File: config.mk
export PLATFORM = sky130hd
export DESIGN_NAME = serial_mult_feeder
export DESIGN_NICKNAME = d
export VERILOG_FILES = /design/src/rtl/serial_mult_feeder.sv
export SDC_FILE = /design/constraint.sdc
export NUM_CORES = 1
export LEC_CHECK = 0
export BUFFER_PORTS_ARGS = -buffer_cell sky130_fd_sc_hd__buf_2
export CORE_MARGIN = 10
export CORE_UTILIZATION = 30
export CTS_CLUSTER_SIZE = 25
export DETAILED_ROUTE_END_ITERATION = 8
export MAX_ROUTING_LAYER = met4
export SKIP_LAST_GASP = 1
export SYNTH_ARGS = -nofsm -noshare
export SYNTH_HDL_FRONTEND = slang
export SYNTH_SLANG_ARGS = --single-unit
File: constraint.sdc
create_clock -name wb_clk_i -period 10.9 [get_ports wb_clk_i]
set_input_delay 2.18 -clock wb_clk_i [delete_from_list [all_inputs] [get_ports wb_clk_i]]
set_output_delay 2.18 -clock wb_clk_i [all_outputs]
set_load 0.02 [all_outputs]
File: src/rtl/serial_mult_feeder.sv
// Feeder/checker for an external bit-serial multiplier: latches an operand
// pair, streams it LSB first, waits LAT cycles, collects the 2*WIDTH-bit
// product LSB first and flags any mismatch against an internal multiply.
module serial_mult_feeder #(
  parameter int WIDTH = 8,
  parameter int LAT   = 2
) (
  input  logic                 wb_clk_i,
  input  logic                 wb_rst_i,
  input  logic                 op_valid,
  output logic                 op_ready,
  input  logic [WIDTH-1:0]     op_a,
  input  logic [WIDTH-1:0]     op_b,
  output logic                 ser_start,
  output logic                 ser_a,
  output logic                 ser_b,
  input  logic                 ser_p,
  output logic                 res_valid,
  input  logic                 res_ready,
  output logic [2*WIDTH-1:0]   res_p,
  output logic                 res_err,
  output logic [5:0]           status
);

  localparam int CW = ($clog2(2*WIDTH) > 4) ? $clog2(2*WIDTH) : 4;
  localparam logic [CW-1:0] LAST_OP   = CW'(WIDTH - 1);
  localparam logic [CW-1:0] LAST_WAIT = CW'(LAT - 1);
  localparam logic [CW-1:0] LAST_P    = CW'(2*WIDTH - 1);
  localparam logic [4:0]    CNT_MAX   = 5'd29;

  typedef enum logic [2:0] {
    IDLE,
    SHIFT_OP,
    WAIT,
    SHIFT_P,
    HOLD
  } state_t;

  state_t               state;
  logic [CW-1:0]        cnt;
  logic [WIDTH-1:0]     lat_a;
  logic [WIDTH-1:0]     lat_b;
  logic [WIDTH-1:0]     shift_a;
  logic [WIDTH-1:0]     shift_b;
  logic [2*WIDTH-1:0]   shift_p;
  logic [2*WIDTH-1:0]   shift_p_next;
  logic [2*WIDTH-1:0]   ref_p;
  logic                 err_sticky;
  logic [4:0]           done_cnt;

  // Acceptance is gated by reset so the block never advertises ready under reset.
  assign op_ready = (state == IDLE) && !wb_rst_i;
  assign status   = {err_sticky, done_cnt};

  // Next product shift value and the reference product of the latched operands.
  always_comb begin
    shift_p_next = {ser_p, shift_p[2*WIDTH-1:1]};
    ref_p        = (2*WIDTH)'(lat_a) * (2*WIDTH)'(lat_b);
  end

  // Frame sequencer with registered serial and result outputs.
  always_ff @(posedge wb_clk_i) begin
    if (wb_rst_i) begin
      state      <= IDLE;
      cnt        <= '0;
      lat_a      <= '0;
      lat_b      <= '0;
      shift_a    <= '0;
      shift_b    <= '0;
      shift_p    <= '0;
      ser_start  <= 1'b0;
      ser_a      <= 1'b0;
      ser_b      <= 1'b0;
      res_valid  <= 1'b0;
      res_p      <= '0;
      res_err    <= 1'b0;
      err_sticky <= 1'b0;
      done_cnt   <= '0;
    end else begin
      case (state)
        IDLE: begin
          if (op_valid) begin
            lat_a     <= op_a;
            lat_b     <= op_b;
            ser_start <= 1'b1;
            ser_a     <= op_a[0];
            ser_b     <= op_b[0];
            shift_a   <= op_a >> 1;
            shift_b   <= op_b >> 1;
            cnt       <= '0;
            state     <= SHIFT_OP;
          end
        end
        SHIFT_OP: begin
          ser_start <= 1'b0;
          if (cnt == LAST_OP) begin
            ser_a <= 1'b0;
            ser_b <= 1'b0;
            cnt   <= '0;
            state <= WAIT;
          end else begin
            ser_a   <= shift_a[0];
            ser_b   <= shift_b[0];
            shift_a <= shift_a >> 1;
            shift_b <= shift_b >> 1;
            cnt     <= cnt + 1'b1;
          end
        end
        WAIT: begin
          if (cnt == LAST_WAIT) begin
            cnt   <= '0;
            state <= SHIFT_P;
          end else begin
            cnt <= cnt + 1'b1;
          end
        end
        SHIFT_P: begin
          shift_p <= shift_p_next;
          if (cnt == LAST_P) begin
            res_p     <= shift_p_next;
            res_err   <= (shift_p_next != ref_p);
            if (shift_p_next != ref_p) begin
              err_sticky <= 1'b1;
            end
            res_valid <= 1'b1;
            cnt       <= '0;
            state     <= HOLD;
          end else begin
            cnt <= cnt + 1'b1;
          end
        end
        HOLD: begin
          if (res_ready) begin
            res_valid <= 1'b0;
            if (done_cnt != CNT_MAX) begin
              done_cnt <= done_cnt + 5'd1;
            end
            state <= IDLE;
          end
        end
        default: begin
          state <= IDLE;
        end
      endcase
    end
  end

endmodule

==> results.py, run 1 <==
metrics = {
    "grt": {
        "antenna_found_initial": 0,
        "gr-total-overflow": 0,
        "grt_pass1_vias": 4232,
        "grt_max_degree": 81,
        "grt_util_all_layers_pct": 10.4,
        "grt_pass1_wl_um": 20600,
    },
    "finish": {
        "fillCellCount": 1915,
        "layout_commonest_cell": "nand2_1",
        "fin_nets": 786,
        "drive_gt1_share_pct": 10.5,
        "postLayoutCoreUtil_pct": 34.4,
        "design_area_um2": 6160,
        "layout_common_cells": "nand2_1 (141), dfxtp_1 (79), a21oi_1 (73), inv_1 (54), buf_2 (48)",
        "multi_input_area_um2": 3490,
        "areaGrowthSynthToFinish_pct": 13.5,
        "register_area_um2": 1580,
        "n_antenna_cell": 0,
    },
    "synthesis": {
        "synthDominantCellAreaShare_pct": 29.1,
        "yosys.area.top_type": "dfxtp_1",
        "synthCells": 665,
        "yosysSeqAreaShare_pct": 29.1,
        "syn_area_per_cell_um2": 8.16,
        "synth_area_um2": 5430,
        "synth_nets": 762,
        "synthTopCellsByArea": "dfxtp_1 (29%), fa_1 (13%), nand2_1 (9.7%)",
        "yosysUniqueCellTypes": 44,
        "synth_seq_cells": 79,
        "yosys_warnings": 0,
    },
    "clock_tree": {
        "clock_sinks": 79,
        "cts_made_buffers": 9,
        "path_clk_slew_ns": 0.06,
        "clockBufferDepth": 2,
        "clk_latency_ns": 0.34,
        "cts_setup_buffers": 0,
        "cts_htree_levels": 3,
        "cts_tree": "yes",
        "ctsResizeCount": 0,
        "hold_buffers": 0,
        "root_buffer": "clkbuf_16",
    },
    "setup_path": {
        "crit_arrival_ns": 3.19,
        "cp_data_required_time_ns": 8.72,
        "worstSetupEndpointType": "output port",
        "path_cells": "buf_2 > buf_4 > nor4_1 > buf_2",
        "path_class": "input port to output port",
        "critPathMaxStageDelay_ns": 0.64,
        "start_kind": "input port",
        "crit_top_cell": "buf_2",
        "critPathSlowestCell": "buf_4",
        "r2r_slack_ns": 6.25,
        "worstPathMaxFanout": 80,
    },
    "floorplan": {
        "dieArea_um2": 23900,
        "die_width_um": 155,
        "ioPinCount": 49,
        "initial_core_util_pct": 30.3,
        "die_h_um": 155,
        "core_um2": 17900,
        "rows": 49,
    },
    "power": {
        "leakage_nw": 2.59,
        "p_clk_share_pct": 42.5,
        "p_switching_w": 0.000244,
        "p_int_w": 0.000599,
        "powerDensity_nw_per_um2": 137,
        "ir_drop_v": 0.0000973,
        "switching_share_pct": 29.0,
        "pwr-share-seq_pct": 40.0,
        "power_frac_comb_pct": 17.5,
    },
    "placed_design": {
        "port_buffers": 48,
        "gp_congestion": 0.846,
        "postPlaceCellArea_um2": 5810,
        "dp_hpwl_um": 9080,
    },
    "route": {
        "num_vias": 4401,
        "wl_per_cell_um": 13.2,
        "vias_per_cell": 4.77,
        "antenna_left": 0,
        "drtIter0Drc": 199,
        "drtPass1Iterations": 4,
        "drc": 0,
        "routed_wl_um": 12200,
    },
    "timing": {
        "fmax_mhz": 186,
        "finalHoldViolCount": 0,
        "maxSlewViolCount": 0,
        "worstMarginPinSlew_ns": 0.825,
        "finalCriticalPeriod_ns": 5.37,
        "relSlewSlack_pct": 45.0,
        "finalSetupTns_ns": 0,
        "clock-skew-final_ns": 0.0106,
        "rsz0062_at_grt": "no",
        "period_share_pct": 49.2,
        "setup_viol": 0,
    },
    "hold_path": {
        "hold_class": "flip-flop to flip-flop",
    },
    "job": {
        "maxCapViolCount": 0,
    },
    "run_status": {
        "status": "complete, no violations",
    },
}
==> final timing paths <==
| kind | start | endpoint | depth (start not counted) |
|---|---|---|---|
| setup / recovery | wb_rst_i | op_ready | 4 |
| hold / removal | res_p[10] | res_p[10] | 2 |
| setup reg to reg | lat_a[3] | res_err | 14 |
| hold reg to reg | res_p[10] | res_p[10] | 2 |
==> power by group through the flow <==
| stage | sequential (W) | combinational (W) | clock [W] |
|---|---|---|---|
| after floorplan | 0.000330 | 0.000126 | 0 |
| after global placement | 0.000343 | 0.000148 | 0 |
| after detailed placement | 0.000344 | 0.000149 | 0 |
| after CTS | 0.000337 | 0.000150 | 0.000364 |
| after global routing | 0.000341 | 0.000169 | 0.000375 |
| final | 0.000337 | 0.000148 | 0.000358 |
==> cell type report <==
class,count,share of cell area (%)
clock buffer,10,3.88
clock inverter,6,1.87
inverter,54,3.29
multi-input combinational,496,56.6
sequential,79,25.7
tap,229,4.65
timing repair buffer,49,4.02
==> cells in the mapped netlist <==
| master | n |
|---|---|
| nand2_1 | 141 |
| dfxtp_1 | 79 |
| a21oi_1 | 73 |
| inv_1 | 54 |
| ha_1 | 40 |
| nor2_1 | 40 |
| fa_1 | 36 |
| and2_1 | 34 |
| clkbuf_1 | 25 |
| xnor2_1 | 19 |
| a211oi_1 | 17 |
| mux2i_1 | 13 |
| nor3_1 | 10 |
| buf_2 | 8 |
| nand3_1 | 7 |
| xor2_1 | 7 |
| o21ai_0 | 6 |
| o21ai_1 | 6 |
| nand4_1 | 5 |
| nor2b_1 | 4 |
| nor4_1 | 4 |
| or2_1 | 4 |
| buf_4 | 3 |
| o21a_1 | 3 |
| a21boi_1 | 2 |
| nand2b_1 | 2 |
| nor2_4 | 2 |
| o211ai_1 | 2 |
| o21bai_1 | 2 |
| o22a_1 | 2 |
| or4_1 | 2 |
| a2111oi_0 | 1 |
| a21o_1 | 1 |
| a41oi_1 | 1 |
| and3b_1 | 1 |
| and4b_1 | 1 |
| nand2b_4 | 1 |
| nand3b_1 | 1 |
| nor2_2 | 1 |
| nor3b_2 | 1 |
| o311ai_0 | 1 |
| o31ai_2 | 1 |
| xnor2_2 | 1 |
| xor2_2 | 1 |
==> critical path, delay by kind of cell <==
family | cells | cell delay [ns]
buffers and inverters | 3 | 0.92
and+or+nand+nor | 1 | 0.09
==> routing by layer <==
metal	global-route usage, %	vias to the layer above	routed length [µm]
li1	-	2227	-
met1	13.4	2090	5870
met2	16.3	68	5720
met3	1.72	16	399
met4	3.55	0	191
met5	-	-	0
==> logic make-up (layout without fill, tap and decap cells) <==
kind of cell             after synthesis  after routing  synth area share (%)
AO/OA/AOI/OAI                        118            118                  12.6
XOR/XNOR                              28             28                  4.79
adder cells (fa/ha/maj)               76             76                  22.5
buffers and inverters                 90            119                  6.61
flip-flops                            79             79                  29.1
multiplexers                          13             13                  2.40
AND/OR/NAND/NOR                      261            261                  22.0
==> through the flow <==
| stage | hold WS (ns) | setup WS, ns | std cells | total power [W] |
|---|---|---|---|---|
| after global placement | 0.444 | 5.53 | 907 | 0.000491 |
| after global routing | 0.481 | 5.41 | 923 | 0.000884 |
| final | 0.452 | 5.53 | 923 | 0.000843 |
| after detailed placement | 0.449 | 5.52 | 907 | 0.000492 |
| after floorplan | 0.436 | 5.56 | 665 | 0.000456 |
| after CTS | 0.457 | 5.52 | 923 | 0.000851 |
==> state kept, by name, indices dropped and copies added, names as in the netlist <==
register and flops:
res_p 16, shift_p 15, lat_a 8, lat_b 8
shift_a 7, shift_b 7, done_cnt 5, cnt 4
state 3, err_sticky 1, res_err 1, res_valid 1
ser_a 1, ser_b 1, ser_start 1
(Power assumes the default switching activity.)
==> run 2: changes to the inputs <==
==> constraint.sdc (replaced) <==
create_clock -name wb_clk_i -period 4.6 [get_ports wb_clk_i]
set_input_delay 0.92 -clock wb_clk_i [delete_from_list [all_inputs] [get_ports wb_clk_i]]
set_output_delay 0.92 -clock wb_clk_i [all_outputs]
set_load 0.02 [all_outputs]
==> run 2 against run 1 <==
  * Critical path depth increased by 10
  * Sequential share of layout area about the same
  * Count of clock-buffer cells in the layout unchanged
  * Die area unchanged
  * Global-route usage increased by 0.40 points
  * Setup slack got worse by 5.3 ns
  * Critical path type is now flip-flop to flip-flop
  * Core utilization increased by 0.43 points
  * Largest cell class unchanged
  * Sequential power increased by 140%
  * Largest power group is now sequential cells
  * Via count decreased by 0.61%
==> results.py, run 2 (same netlist as run 1, synthesis figures left out) <==
metrics = {
    "finish": {
        "reg.largest.list": "res_p: 16 flops, shift_p: 15 flops",
        "layout_common_cells": "nand2_1 (141), a21oi_1 (71), dfxtp_1 (68), inv_1 (54), buf_2 (48)",
        "areaGrowthSynthToFinish_pct": 14.9,
        "register_area_um2": 1600,
        "n_antenna_cell": 0,
        "design_area_um2": 6240,
        "drive_gt1_share_pct": 14.1,
        "layout_commonest_cell": "nand2_1",
        "fillCellCount": 1898,
        "top_register": "res_p",
        "multi_input_area_um2": 3530,
        "largest_reg_flops": 16,
        "fin_nets": 796,
    },
    "timing": {
        "setup_viol": 0,
        "worstMarginPinSlew_ns": 0.829,
        "fmax_mhz": 230,
        "relSlewSlack_pct": 44.8,
        "setup_slack_ns": 0.259,
        "finalHoldViolCount": 0,
        "maxSlewViolCount": 0,
        "finalSetupTns_ns": 0,
        "period_share_pct": 94.4,
        "finalCriticalPeriod_ns": 4.34,
        "rsz0062_at_grt": "no",
        "clock-skew-final_ns": 0.00738,
    },
    "floorplan": {
        "core_um2": 17900,
        "rows": 49,
        "ioPinCount": 49,
        "die_h_um": 155,
        "die_width_um": 155,
        "initial_core_util_pct": 30.3,
        "dieArea_um2": 23900,
    },
    "clock_tree": {
        "cts_htree_levels": 3,
        "cts_made_buffers": 9,
        "hold_buffers": 0,
        "path_clk_slew_ns": 0.06,
        "root_buffer": "clkbuf_16",
        "clockBufferDepth": 2,
        "clock_sinks": 79,
        "clk_latency_ns": 0.34,
        "cts_tree": "yes",
    },
    "power": {
        "powerDensity_nw_per_um2": 300,
        "finalPower_w": 0.00187,
        "ir_drop_v": 0.000151,
        "leakage_nw": 2.62,
    },
    "job": {
        "maxCapViolCount": 0,
    },
    "grt": {
        "top_usage_layer": "met2",
        "grt_pass1_wl_um": 21200,
        "gr-total-overflow": 0,
        "grt_use_met3_pct": 1.83,
        "grt_use_met2_pct": 17.8,
        "grt_use_met1_pct": 13.2,
        "grt_max_degree": 80,
        "grt_pass1_vias": 4393,
        "antenna_found_initial": 0,
        "grt_util_all_layers_pct": 10.8,
    },
    "route": {
        "wl_per_cell_um": 13.1,
        "routed_wl_um": 12200,
        "antenna_left": 0,
        "drc": 0,
        "drtPass1Iterations": 4,
        "vias_per_cell": 4.69,
        "num_vias": 4374,
        "drtIter0Drc": 179,
    },
    "setup_path": {
        "ff2ff_path_depth": 14,
        "r2r_slack_ns": 0.26,
        "critPathBufInv": 1,
        "regToRegStartpoint": "lat_a[1]",
        "path_delay_family": "adder cells",
        "r2r-end": "err_sticky",
        "path_class": "flip-flop to flip-flop",
        "path_cells": "nand2_1 > fa_1 > fa_1 > fa_1 > fa_1 > inv_1 > ha_1 > o21a_1 > o22a_1 > o31ai_4 > xnor2_1 > o311ai_0 > nor3_1 > a211oi_1",
        "critPathMaxStageDelay_ns": 0.54,
        "start_kind": "flip-flop",
        "critPathSlowestCell": "fa_1",
        "crit_arrival_ns": 4.53,
        "worstPathMaxFanout": 9,
        "crit_top_cell": "fa_1",
        "worstSetupEndpointType": "flip-flop",
        "startpoint": "lat_a[1]",
        "cp_data_required_time_ns": 4.79,
    },
    "run_status": {
        "status": "complete, no violations",
    },
    "placed_design": {
        "dp_hpwl_um": 9370,
        "post-place-ws_ns": 0.0795,
        "gp_congestion": 0.848,
        "port_buffers": 48,
        "postPlaceCellArea_um2": 5880,
    },
    "hold_path": {
        "hold_end": "res_p[7]",
        "hp-start": "res_p[7]",
        "hold_depth": 2,
        "hold_class": "flip-flop to flip-flop",
    },
}
## run 2: cell count changes in the layout (fill, tap and decap cells not counted), sizes merged
cell / change
buf: +10
inv: -2
bufinv: -2
clkinv: +4
## run 2: through the flow
step	util, %	hold WS (ns)	cells
after global placement	32.9	0.441	917
final	34.8	0.452	933
after floorplan	-	0.436	665
after detailed placement	32.9	0.446	917
after CTS	34.5	0.454	933
after global routing	34.8	0.468	933
## run 2: worst max-delay path by stage
| stage | slack [ns] | endpoint | cells past startpoint |
|---|---|---|---|
| floorplan | 0.33 | res_err | 15 |
| global placement | 0.12 | res_err | 14 |
| detailed placement | 0.08 | res_err | 14 |
| CTS | 0.05 | res_err | 14 |
| global route | 0.01 | res_err | 14 |
| finish | 0.26 | err_sticky | 14 |
## run 2: what timing repair did
| action | in CTS | in global routing |
|---|---|---|
| setup buffers | 0 | 0 |
| setup endpoints to repair | 0 | 2 |
| resized for setup | 0 | 23 |
| endpoints found under the hold margin | 0 | 0 |
## run 2: cell type report
cell class                 count  area share, %
tap                          229           4.59
multi-input combinational    496           56.6
sequential                    79           25.7
timing repair buffer          59           5.17
clock buffer                  10           3.67
inverter                      54           3.25
clock inverter                 6          0.983
## run 2: tightest hold or removal path, delay by kind of cell (launching register included)
kind / cells / cell delay [ns]
flip-flops: 1 / 0.31
AO/OA/AOI/OAI: 1 / 0.05
AND/OR/NAND/NOR: 1 / 0.05
## run 2: where the power goes
| group | total, W | internal (W) | leakage, nW | switching (W) |
|---|---|---|---|---|
| sequential | 0.000794 | 0.000736 | 0.648 | 0.0000574 |
| clock | 0.000709 | 0.000418 | 0.142 | 0.000291 |
| combinational | 0.000369 | 0.000146 | 1.83 | 0.000223 |
| total | 0.00187 | 0.00130 | 2.62 | 0.000571 |
## run 2: routing by layer
layer  vias to the layer above  part of all wire, %
met1                      2054                   46
met3                        17                  3.6
met4                         0                  1.5
met5                         -                    0
met2                        67                   49
li1                       2236                    -
==> run 3: changes to the inputs <==
--- a/config.mk
+++ b/config.mk
@@ -11,6 +11,7 @@
 export CTS_CLUSTER_SIZE = 25
 export DETAILED_ROUTE_END_ITERATION = 8
 export MAX_ROUTING_LAYER = met4
+export PLACE_DENSITY = 0.48
 export SKIP_LAST_GASP = 1
 export SYNTH_ARGS = -nofsm -noshare
 export SYNTH_HDL_FRONTEND = slang
==> run 3 against run 2 <==
  * Sequential power barely moved
  * Worst hold slack worse by 0.0025 ns
  * Non-clock buffer count is 3 lower
  * Count of clock-buffer cells in the layout stayed put
  * Routed wire length rose by 4.0%
  * Register-to-register slack improved by 0.02 ns
  * Clock skew barely moved
  * Setup slack improved by 0.016 ns
  * Largest power group unchanged
  * Sequential share of layout area hardly changed
  * First-iteration DRC count increased by 2.2%
  * Largest cell class unchanged
  * Critical path type unchanged
  * Critical path depth unchanged
  * Highest routed layer unchanged
==> results.py, run 3 (same netlist as run 1, synthesis figures left out) <==
metrics = {
    "timing": {
        "finalCriticalPeriod_ns": 4.33,
        "relSlewSlack_pct": 44.5,
        "fmax_mhz": 231,
        "finalHoldViolCount": 0,
        "maxSlewViolCount": 0,
        "clock-skew-final_ns": 0.00754,
        "period_share_pct": 94.0,
        "setup_viol": 0,
        "rsz0062_at_grt": "no",
        "worstMarginPinSlew_ns": 0.833,
        "finalSetupTns_ns": 0,
    },
    "grt": {
        "antenna_found_initial": 0,
        "grt_max_degree": 80,
        "grt_pass1_wl_um": 21900,
        "grt_pass1_vias": 4529,
        "grt_util_all_layers_pct": 11.2,
        "gr-total-overflow": 0,
    },
    "setup_path": {
        "worstPathMaxFanout": 9,
        "critPathBufInv": 1,
        "crit_top_cell": "fa_1",
        "path_cells": "nand2_1 > fa_1 > fa_1 > fa_1 > inv_1 > fa_1 > ha_1 > o21a_1 > o22a_1 > o31ai_4 > o211ai_1 > o311ai_0 > nor3_1 > a211oi_1",
        "critPathMaxStageDelay_ns": 0.54,
        "start_kind": "flip-flop",
        "worstSetupEndpointType": "flip-flop",
        "crit_arrival_ns": 4.50,
        "cp_data_required_time_ns": 4.77,
        "critPathSlowestCell": "fa_1",
        "path_class": "flip-flop to flip-flop",
        "path_delay_family": "adder cells",
    },
    "clock_tree": {
        "cts_made_buffers": 9,
        "path_clk_slew_ns": 0.06,
        "cts_setup_buffers": 0,
        "root_buffer": "clkbuf_16",
        "clockBufferDepth": 2,
        "clk_latency_ns": 0.33,
        "clock_sinks": 79,
        "cts_tree": "yes",
        "cts_htree_levels": 3,
    },
    "finish": {
        "layout_common_cells": "nand2_1 (141), a21oi_1 (71), dfxtp_1 (67), inv_1 (54), buf_2 (48)",
        "fin_cells": 930,
        "n_antenna_cell": 0,
        "drive_gt1_share_pct": 13.8,
        "design_area_um2": 6210,
        "fin_nets": 793,
        "areaGrowthSynthToFinish_pct": 14.4,
        "fillCellCount": 1919,
        "reg.largest.list": "res_p: 16 flops, shift_p: 15 flops",
        "postLayoutCoreUtil_pct": 34.7,
        "layout_commonest_cell": "nand2_1",
        "top_register": "res_p",
        "largest_reg_flops": 16,
    },
    "route": {
        "drc": 0,
        "routed_wl_um": 12700,
        "num_vias": 4471,
        "antenna_left": 0,
        "drtIter0Drc": 183,
        "vias_per_cell": 4.81,
        "wl_per_cell_um": 13.7,
        "drtPass1Iterations": 6,
    },
    "floorplan": {
        "ioPinCount": 49,
        "rows": 49,
        "dieArea_um2": 23900,
        "initial_core_util_pct": 30.3,
        "die_width_um": 155,
        "core_um2": 17900,
        "die_h_um": 155,
    },
    "power": {
        "pwr-share-seq_pct": 42.5,
        "p_clk_share_pct": 37.6,
        "p_switching_w": 0.000568,
        "ir_drop_v": 0.000179,
        "powerDensity_nw_per_um2": 301,
        "power_frac_comb_pct": 19.8,
        "p_int_w": 0.00130,
        "leakage_nw": 2.60,
        "finalPower_w": 0.00187,
        "switching_share_pct": 30.4,
    },
    "placed_design": {
        "dp_hpwl_um": 9840,
        "gp_congestion": 0.854,
        "postPlaceCellArea_um2": 5860,
        "port_buffers": 48,
        "dp.cells": 914,
    },
    "job": {
        "maxCapViolCount": 0,
    },
    "run_status": {
        "status": "complete, no violations",
    },
    "hold_path": {
        "hold_class": "flip-flop to flip-flop",
    },
}
[run 3: changes by cell type in the layout (fill, tap and decap cells not counted), sizes merged]
| cell | previous run | this run |
|---|---|---|
| buf | 59 | 56 |
[run 3: power groups by stage]
stage / registers, W / logic, W / clock network, W
2_1_floorplan: 0.000782 / 0.000298 / 0
3_3_place_gp: 0.000805 / 0.000366 / 0
3_5_place_dp: 0.000808 / 0.000369 / 0
4_1_cts: 0.000793 / 0.000372 / 0.000724
5_1_grt: 0.000804 / 0.000423 / 0.000751
6_report: 0.000795 / 0.000370 / 0.000703
[run 3: metrics by stage]
| stage | worst slack (ns) | hold WS [ns] |
|---|---|---|
| after floorplan | 0.335 | 0.436 |
| after global placement | 0.179 | 0.442 |
| after detailed placement | 0.0859 | 0.443 |
| after CTS | 0.0665 | 0.451 |
| after global routing | 0.0121 | 0.466 |
| final | 0.274 | 0.449 |
[run 3: layer usage]
metal  vias up  share of wire [%]  global-route usage [%]
li1       2228                  -                       -
met1      2164                 47                    14.1
met2        67                 49                    18.0
met3        12                2.6                    1.72
met4         0                1.4                    3.28
met5         -                  0                       -
[run 3: repair_timing]
| item | CTS | global route |
|---|---|---|
| endpoints found under the setup margin | 0 | 2 |
| hold endpoints to repair | 0 | 0 |
| gates resized for setup | 0 | 22 |
| hold buffers | 0 | 0 |
[run 3: cell type report]
| type | instances | area [µm²] | area share, % |
|---|---|---|---|
| Timing Repair Buffer | 56 | 300 | 4.83 |
| Clock buffer | 10 | 229 | 3.69 |
| Sequential cell | 79 | 1600 | 25.7 |
| Inverter | 54 | 203 | 3.26 |
| Multi-Input combinational cell | 496 | 3530 | 56.9 |
| Tap cell | 229 | 287 | 4.61 |
| Clock inverter | 6 | 61.3 | 0.987 |
[run 3: worst paths after layout]
path	endpoint	from	slack (ns)	cells after the start
max reg2reg	err_sticky	lat_a[2]	0.27	14
min reg2reg	res_p[8]	res_p[8]	0.45	2
max	err_sticky	lat_a[2]	0.27	14
min	res_p[8]	res_p[8]	0.45	2
[run 3: worst min-delay path, stage by stage, from the launching register on]
cell and delay [ns]:
dfxtp_1 0.30, nand2_1 0.05, a21oi_1 0.05
